--- src/rtl/ex_div_pkg.sv ---
// Shared constants and types for the EX-stage iterative divider.
package ex_div_pkg;

    localparam int unsigned DIV_WIDTH = 32;

    localparam logic [1:0] DIV_IDLE   = 2'b00;
    localparam logic [1:0] DIV_BYZERO = 2'b01;
    localparam logic [1:0] DIV_ON     = 2'b10;
    localparam logic [1:0] DIV_END    = 2'b11;

    typedef struct packed {
        logic [DIV_WIDTH-1:0] rem;
        logic [DIV_WIDTH-1:0] quo;
    } div_result_t;

endpackage

--- src/rtl/ex_div_if.sv ---
// Request/response bundle between the EX stage (master) and the divider (slave).
interface ex_div_if
    import ex_div_pkg::*;
#(
    parameter int unsigned WIDTH = DIV_WIDTH
) ();

    logic               start;
    logic               signed_div;
    logic [WIDTH-1:0]   opdata1;
    logic [WIDTH-1:0]   opdata2;
    logic               annul;
    logic [2*WIDTH-1:0] result;
    logic               ready;
    logic               stallreq_for_ex;

    modport master (
        output start, signed_div, opdata1, opdata2, annul,
        input  result, ready, stallreq_for_ex
    );

    modport slave (
        input  start, signed_div, opdata1, opdata2, annul,
        output result, ready, stallreq_for_ex
    );

endinterface

--- src/rtl/ex_div.sv ---
// Iterative restoring radix-2 divider for DIV/DIVU: one quotient bit per cycle,
// result {remainder, quotient} held while ready, stall request to CTRL.
module ex_div
    import ex_div_pkg::*;
#(
    parameter int unsigned WIDTH = DIV_WIDTH
) (
    input  logic    clk,
    input  logic    resetn,
    ex_div_if.slave bus
);

    localparam int unsigned CNT_W = (WIDTH > 1) ? $clog2(WIDTH) : 1;

    logic [1:0]         r_state,   w_state_nxt;
    logic [CNT_W-1:0]   r_cnt,     w_cnt_nxt;
    logic [2*WIDTH-1:0] r_work,    w_work_nxt;
    logic [WIDTH-1:0]   r_divisor, w_divisor_nxt;
    logic               r_neg_quo, w_neg_quo_nxt;
    logic               r_neg_rem, w_neg_rem_nxt;
    logic [2*WIDTH-1:0] r_result,  w_result_nxt;
    logic               r_ready,   w_ready_nxt;

    // Operand magnitudes; abs(most-negative) naturally wraps to its unsigned value
    logic             w_a_neg;
    logic             w_b_neg;
    logic [WIDTH-1:0] w_abs_a;
    logic [WIDTH-1:0] w_abs_b;

    assign w_a_neg = bus.signed_div & bus.opdata1[WIDTH-1];
    assign w_b_neg = bus.signed_div & bus.opdata2[WIDTH-1];
    assign w_abs_a = w_a_neg ? -bus.opdata1 : bus.opdata1;
    assign w_abs_b = w_b_neg ? -bus.opdata2 : bus.opdata2;

    // One shift-subtract step: r_work = {partial remainder, dividend/quotient bits}
    logic [WIDTH:0]   w_hi;
    logic             w_ge;
    logic [WIDTH-1:0] w_rem_step;
    logic [WIDTH-1:0] w_quo_step;
    logic [WIDTH-1:0] w_rem_fix;
    logic [WIDTH-1:0] w_quo_fix;
    logic             w_last;

    assign w_hi       = r_work[2*WIDTH-1:WIDTH-1];
    assign w_ge       = (w_hi >= {1'b0, r_divisor});
    assign w_rem_step = w_ge ? WIDTH'(w_hi - {1'b0, r_divisor}) : w_hi[WIDTH-1:0];
    assign w_quo_step = {r_work[WIDTH-2:0], w_ge};
    assign w_rem_fix  = r_neg_rem ? -w_rem_step : w_rem_step;
    assign w_quo_fix  = r_neg_quo ? -w_quo_step : w_quo_step;
    assign w_last     = (r_cnt == CNT_W'(WIDTH - 1));

    // Next-state and datapath update
    always_comb begin
        w_state_nxt   = r_state;
        w_cnt_nxt     = r_cnt;
        w_work_nxt    = r_work;
        w_divisor_nxt = r_divisor;
        w_neg_quo_nxt = r_neg_quo;
        w_neg_rem_nxt = r_neg_rem;
        w_result_nxt  = r_result;
        w_ready_nxt   = r_ready;

        case (r_state)
            DIV_IDLE: begin
                w_ready_nxt = 1'b0;
                if (bus.start && !bus.annul) begin
                    if (bus.opdata2 == '0) begin
                        w_state_nxt = DIV_BYZERO;
                    end else begin
                        w_state_nxt   = DIV_ON;
                        w_cnt_nxt     = '0;
                        w_work_nxt    = {{WIDTH{1'b0}}, w_abs_a};
                        w_divisor_nxt = w_abs_b;
                        w_neg_quo_nxt = w_a_neg ^ w_b_neg;
                        w_neg_rem_nxt = w_a_neg;
                    end
                end
            end
            DIV_BYZERO: begin
                if (bus.annul) begin
                    w_state_nxt = DIV_IDLE;
                end else begin
                    w_state_nxt  = DIV_END;
                    w_result_nxt = '0;
                    w_ready_nxt  = 1'b1;
                end
            end
            DIV_ON: begin
                if (bus.annul) begin
                    w_state_nxt = DIV_IDLE;
                end else begin
                    w_work_nxt = {w_rem_step, w_quo_step};
                    w_cnt_nxt  = r_cnt + CNT_W'(1);
                    if (w_last) begin
                        w_state_nxt  = DIV_END;
                        w_result_nxt = {w_rem_fix, w_quo_fix};
                        w_ready_nxt  = 1'b1;
                    end
                end
            end
            DIV_END: begin
                if (bus.annul || !bus.start) begin
                    w_state_nxt = DIV_IDLE;
                    w_ready_nxt = 1'b0;
                end
            end
            default: begin
                w_state_nxt = DIV_IDLE;
                w_ready_nxt = 1'b0;
            end
        endcase
    end

    always_ff @(posedge clk or negedge resetn) begin
        if (!resetn) begin
            r_state   <= DIV_IDLE;
            r_cnt     <= '0;
            r_work    <= '0;
            r_divisor <= '0;
            r_neg_quo <= 1'b0;
            r_neg_rem <= 1'b0;
            r_result  <= '0;
            r_ready   <= 1'b0;
        end else begin
            r_state   <= w_state_nxt;
            r_cnt     <= w_cnt_nxt;
            r_work    <= w_work_nxt;
            r_divisor <= w_divisor_nxt;
            r_neg_quo <= w_neg_quo_nxt;
            r_neg_rem <= w_neg_rem_nxt;
            r_result  <= w_result_nxt;
            r_ready   <= w_ready_nxt;
        end
    end

    assign bus.result          = r_result;
    assign bus.ready           = r_ready;
    assign bus.stallreq_for_ex = bus.start & ~r_ready;

endmodule
--- src/flat_wrapper.sv ---
// flat-port wrapper written by rule: the top's interface ports become plain ports
module ex_div_flat import ex_div_pkg::*;
#(
    parameter int unsigned WIDTH = DIV_WIDTH
)
  (clk, resetn, bus_start, bus_signed_div, bus_opdata1, bus_opdata2, bus_annul, bus_result, bus_ready, bus_stallreq_for_ex);
  ex_div_if #(.WIDTH(WIDTH)) bus_i ();
  input  logic clk;
  input  logic resetn;
  input wire logic [$bits(bus_i.start)-1:0] bus_start;
  input wire logic [$bits(bus_i.signed_div)-1:0] bus_signed_div;
  input wire logic [$bits(bus_i.opdata1)-1:0] bus_opdata1;
  input wire logic [$bits(bus_i.opdata2)-1:0] bus_opdata2;
  input wire logic [$bits(bus_i.annul)-1:0] bus_annul;
  output wire logic [$bits(bus_i.result)-1:0] bus_result;
  output wire logic [$bits(bus_i.ready)-1:0] bus_ready;
  output wire logic [$bits(bus_i.stallreq_for_ex)-1:0] bus_stallreq_for_ex;
  assign bus_i.start = bus_start;
  assign bus_i.signed_div = bus_signed_div;
  assign bus_i.opdata1 = bus_opdata1;
  assign bus_i.opdata2 = bus_opdata2;
  assign bus_i.annul = bus_annul;
  assign bus_result = bus_i.result;
  assign bus_ready = bus_i.ready;
  assign bus_stallreq_for_ex = bus_i.stallreq_for_ex;
  ex_div #(.WIDTH(WIDTH)) u_core (.clk(clk), .resetn(resetn), .bus(bus_i));
endmodule
--- config.mk ---
export PLATFORM = sky130hd
export DESIGN_NAME = ex_div_flat
export DESIGN_NICKNAME = d
export VERILOG_FILES = /design/src/rtl/ex_div_pkg.sv /design/src/rtl/ex_div_if.sv /design/src/rtl/ex_div.sv /design/src/flat_wrapper.sv
export SDC_FILE = /design/constraint.sdc
export NUM_CORES = 1
export LEC_CHECK = 0
export ABC_AREA = 1
export CAP_MARGIN = 25
export CORE_ASPECT_RATIO = 0.75
export CORE_MARGIN = 1.5
export CORE_UTILIZATION = 50
export CTS_CLUSTER_DIAMETER = 120
export DETAILED_ROUTE_END_ITERATION = 12
export PLACE_DENSITY = 0.72
export SYNTH_ARGS = -nofsm -noshare
export SYNTH_HDL_FRONTEND = slang
export SYNTH_SLANG_ARGS = --single-unit
--- constraint.sdc ---
create_clock -name clk -period 9.2 [get_ports clk]
set_input_delay 2.76 -clock clk [delete_from_list [all_inputs] [get_ports clk]]
set_output_delay 2.76 -clock clk [all_outputs]
set_load 0.02 [all_outputs]
# Yosys cells after proc, flatten, opt, wreduce, memory -nomap -nowiden
# Index checks and enable logic that the tools add are counted.
# W data, S select, Z words.
# totals
input_bits	69
register_bits	170
out_inout_bits	66
# classes
addsub	6
eq_ne	11
n_bitwise	6
reduce_logical	13
n_mux	29
n_lt_le_gt_ge	1
# op_table
cell	count
$mux W64	6
$pmux W64 S2	2
$mux W32	5
$neg A32 Y32	4
$ge A33 B32 Y1	1
$logic_not A32 Y1	1
$sub A32 B32 Y32	1
$mux W5	3
$mux W2	6
$reduce_and A4 Y1	3
$pmux W5 S2	1
$pmux W2 S4	1
$ne A2 B1 Y1 const B	3
$ne A2 B2 Y1 const B	3
$reduce_and A3 Y1	2
$add A5 B1 Y5 const B	1
$eq A5 B5 Y1 const B	1
$eq A2 B2 Y1 const B	2
$mux W1	4
$pmux W1 S4	1
$reduce_bool A2 Y1	2
$and A1 B1 Y1	3
$ne A3 B2 Y1 const B	1
$eq A2 B1 Y1 const B	1
other kinds (6)	8

# Logic depth before layout (Yosys ltp)
# logic_depth
word_depth	7
ltp_mapped	28

# Least setup slack after synthesis
# Ideal clock, no wire load.
# synth_path
path_type	input to output
start	in bus_start
end	out bus_stallreq_for_ex
t_required_ps	6440
path_buffers	0
arrival_time_ps	3078
slack_ps	3362
stages	2
path_cell_list	inv_1 nor2_1
# synth_between
elab_chain_len	1
# synth_rtl
item	line	source
start: declaration	flat_wrapper.sv:10	input wire logic [$bits(bus_i.start)-1:0] bus_start;
$and A1 B1 Y1	ex_div.sv:138	assign bus.stallreq_for_ex = bus.start & ~r_ready;
end: declaration	flat_wrapper.sv:17	output wire logic [$bits(bus_i.stallreq_for_ex)-1:0] bus_stallreq_for_ex;
# No other way between the ends.

# Final worst setup path
# Same ends and word-level chain as after synthesis.

==> run_results.csv <==
group,metric,value,unit
worst_setup_path,rr_worst_depth,26,
worst_setup_path,start_kind,"input port",
cts,ctsResizeCount,0,
place,placed_cell_area,14700,um2
cts,cts.htree.levels,4,
synth,synth_top_area_share,0.324,
cts,insertion_delay,440,ps
synth,synth_top_area_cell,"dfrtp_1",
layout,synthToLayoutAreaGrowth,16.6,%
cts,numCtsBuffers,17,
synth,yosys.area_share.simple,0.358,
synth,synth_compound_area_frac,0.116,
synth,synthXorXnorAreaFrac,0.0513,
power,p_sw,3600,uW
detailed_routing,first_iter_violations,1604,
timing,rsz0062_at_grt,"false",
floorplanning,rows,51,
cts,clock-sinks,170,
synth,synth_seq_area_share,0.324,
floorplanning,core_area,25900,um2
place,dpl.hpwl,34500,um
power,power_frac_comb,0.674,
detailed_routing,met3_length,5170,um
worst_setup_path,path_class,"in -> out",
synth,synthCells,2046,
worst_setup_path,r2r_start,"u_core.r_divisor[26]$_DFFE_PN0P_",
cts,cts_hold_buf,0,
synth,synth-seq-cells,170,
worst_setup_path,critPathArrivalTime,3960,ps
worst_setup_path,r2r_end,"u_core.bus.result[28]$_DFFE_PN0P_",
synth,synth_top_family_by_area,"simple AND/OR/NAND/NOR gates",
worst_setup_path,cp_max_fo,3,
synth,syn_nets,2159,
min_path,holdPathStages,2,
detailed_routing,via_per_inst,5.53,
min_path,hp-class,"reg -> reg",
cts,clk_pin_slew_worst_paths,70,ps
flow_run,maxCapViolations,0,
layout,fin_util,0.592,
floorplanning,die_y,143,um
timing,period_share,0.730,
power,leakagePower,0.00795,uW
synth,synth.area.top_cells,"dfrtp_1 (32%), nand2_1 (19%), inv_1 (8.0%), nand3_1 (5.8%), o21ai_0 (5.5%)",
cts,cts_tree,"yes",
min_path,min_from,"u_core.bus.result[52]$_DFFE_PN0P_",
timing,holdWs,477,ps
timing,worstMarginPinSlew,784,ps
power,seq_power_share,0.207,
power,p_int,2800,uW
synth,avgSynthCellArea,6.42,um2
worst_setup_path,r2r_slack,3360,ps
layout,stdcell_area,15300,um2
layout,drive_gt1_frac,0.0440,
place,port_buffers,134,
detailed_routing,ant_nets,0,
min_path,hold_end,"u_core.bus.result[52]$_DFFE_PN0P_",
timing,setup_viol,0,
timing,min_period,6720,ps
grt,grt_pass1_wl,68300,um
power,p_sw_frac,0.563,
run_status,run_status,"finished clean",
synth,yosys.area_share.adder,0.0425,
cts,cts.path.max_buffers,2,
floorplanning,die_area,27300,um2
place,gp_congestion,1.01,
timing,hold_viol,0,
detailed_routing,post_drt_wl_per_cell,17.6,um
synth,synthesis.area,13100,um2
floorplanning,initial_core_util,0.507,
floorplanning,die_w,190,um
grt,overflow,0,
detailed_routing,routedLengthMet1,21700,um
cts,root_buffer,"clkbuf_16",
detailed_routing,route.detailed.drc,0,
synth,synthMuxAreaShare,0.000762,
timing,slew_headroom,0.476,
detailed_routing,top_layer,"met4",
worst_setup_path,critPathRequiredTime,6440,ps
grt,grt_max_degree,67,
power,ir_drop,0.284,mV
grt,antenna_found_initial,0,
grt,first_global_vias,12172,
timing,timing.final.max_slew_violations,0,
detailed_routing,dr_total_vias,13846,
synth,synth.distinct_cells,50,
timing,fin_skew,9.33,ps
detailed_routing,routed_wl,44000,um
layout,final_nets,2258,
worst_setup_path,endpoint_kind,"primary output",
power,power_frac_clock,0.119,
grt,grtUsageTotal,0.330,
synth,yosysWarnings,0,
floorplanning,io_pins,135,
timing,tns,0,ps
power,power_density,417,nW/um2
detailed_routing,dr.pass1.iters,6,
timing,clock.fmax,149,MHz
cts,post_cts_buffers,0,
detailed_routing,wl_met2,16700,um
## flip-flops by register name (all words and copies together), names as in the netlist
register	cells
u_core.r_neg_quo	1
u_core.bus.ready	1
u_core.r_cnt	5
u_core.r_work	64
u_core.r_state	2
u_core.r_divisor	32
u_core.r_neg_rem	1
u_core.bus.result	64
## layer usage
layer | vias up | global-route usage
li1 | 6711 | -
met1 | 6491 | 0.523
met2 | 614 | 0.437
met3 | 30 | 0.0911
met4 | 0 | 0.0601
met5 | - | 0
## area by class of cell
cell class | count | area, um2
sequential | 170 | 4250
clock buffer | 17 | 425
antenna | 1 | 2.50
clock inverter | 15 | 194
fill | 2582 | 10600
timing repair buffer | 145 | 1430
inverter | 294 | 1100
multi-input combinational | 1517 | 7490
tap | 344 | 430
## Yosys cell counts (all sizes together)
cell    count
nor2      192
nand3b      6
nor3       32
o21a        1
o22ai      14
o21bai      1
o31ai       5
xor2       63
nor4        9
a22oi       4
a32o        2
inv       292
ha         43
a22o        2
o221ai     17
o311ai      1
clkinv      2
o21ai     164
buf        23
o211ai     15
or2         5
fa          1
clkbuf     42
nand3     153
nand2     695
a21oi      43
xnor2      14
dfrtp     170
nand4      24
and2        8
a31oi       1
mux2i       1
nor3b       1
## worst max-delay path by stage
| stage | endpoint | depth (start not counted) | start | slack, ps |
|---|---|---|---|---|
| finish | bus_stallreq_for_ex | 4 | bus_start | 2480 |
| global route | u_core.r_work[1]$_DFFE_PN0P_ | 15 | bus_opdata2[1] | 2260 |
| CTS | bus_stallreq_for_ex | 4 | bus_start | 2470 |
| detailed placement | u_core.r_work[16]$_DFFE_PN0P_ | 15 | bus_opdata2[1] | 2330 |
| global placement | u_core.r_work[2]$_DFFE_PN0P_ | 15 | bus_opdata2[0] | 2360 |
| floorplan | bus_stallreq_for_ex | 2 | bus_start | 3360 |
## worst max-delay path, stage by stage
cell             delay, ps
clkdlybuf4s50_1        460
inv_1                   60
nor2_1                  80
clkdlybuf4s50_1        610
## through the flow
stage	power, uW	setup slack (ps)	cells
finish	6390	2480	2503
global route	6940	2260	2502
CTS	6270	2470	2502
detailed placement	5480	2330	2470
global placement	5450	2360	2470
floorplan	4150	3360	2046
## cell families (layout without fill, tap and decap cells)
group                    count (synthesis)  in the layout
XOR/XNOR                                77             77
multiplexers                             1              1
AO/OA/AOI/OAI                          270            270
other                                    0              1
buffers and inverters                  359            471
flip-flops                             170            170
adder cells (fa/ha/maj)                 44             44
AND/OR/NAND/NOR                       1125           1125
## cells in the final DEF (no fill, tap or decap), types with 6 or more instances in the layout
master           count
a21oi_1             43
and2_1               8
buf_4               11
clkbuf_16           17
clkdlybuf4s50_1    133
dfrtp_1            170
ha_1                43
inv_1              281
inv_2               11
nand2_1            675
nand2_2             18
nand3_1            151
nand3b_1             6
nand4_1             24
nor2_1             180
nor2_2               9
nor3_1              30
nor4_1               9
o211ai_1            15
o21ai_0            145
o21ai_1             18
o221ai_1            17
o22ai_1             14
xnor2_1             14
xor2_1              63
## power by group through the flow
stage,clock network (uW),logic [uW],registers (uW)
floorplan,0,2840,1310
global placement,0,4150,1300
detailed placement,0,4170,1310
CTS,770,4200,1300
global route,805,4800,1340
finish,763,4310,1320
Note: power is estimated with default switching activity, not from simulation.
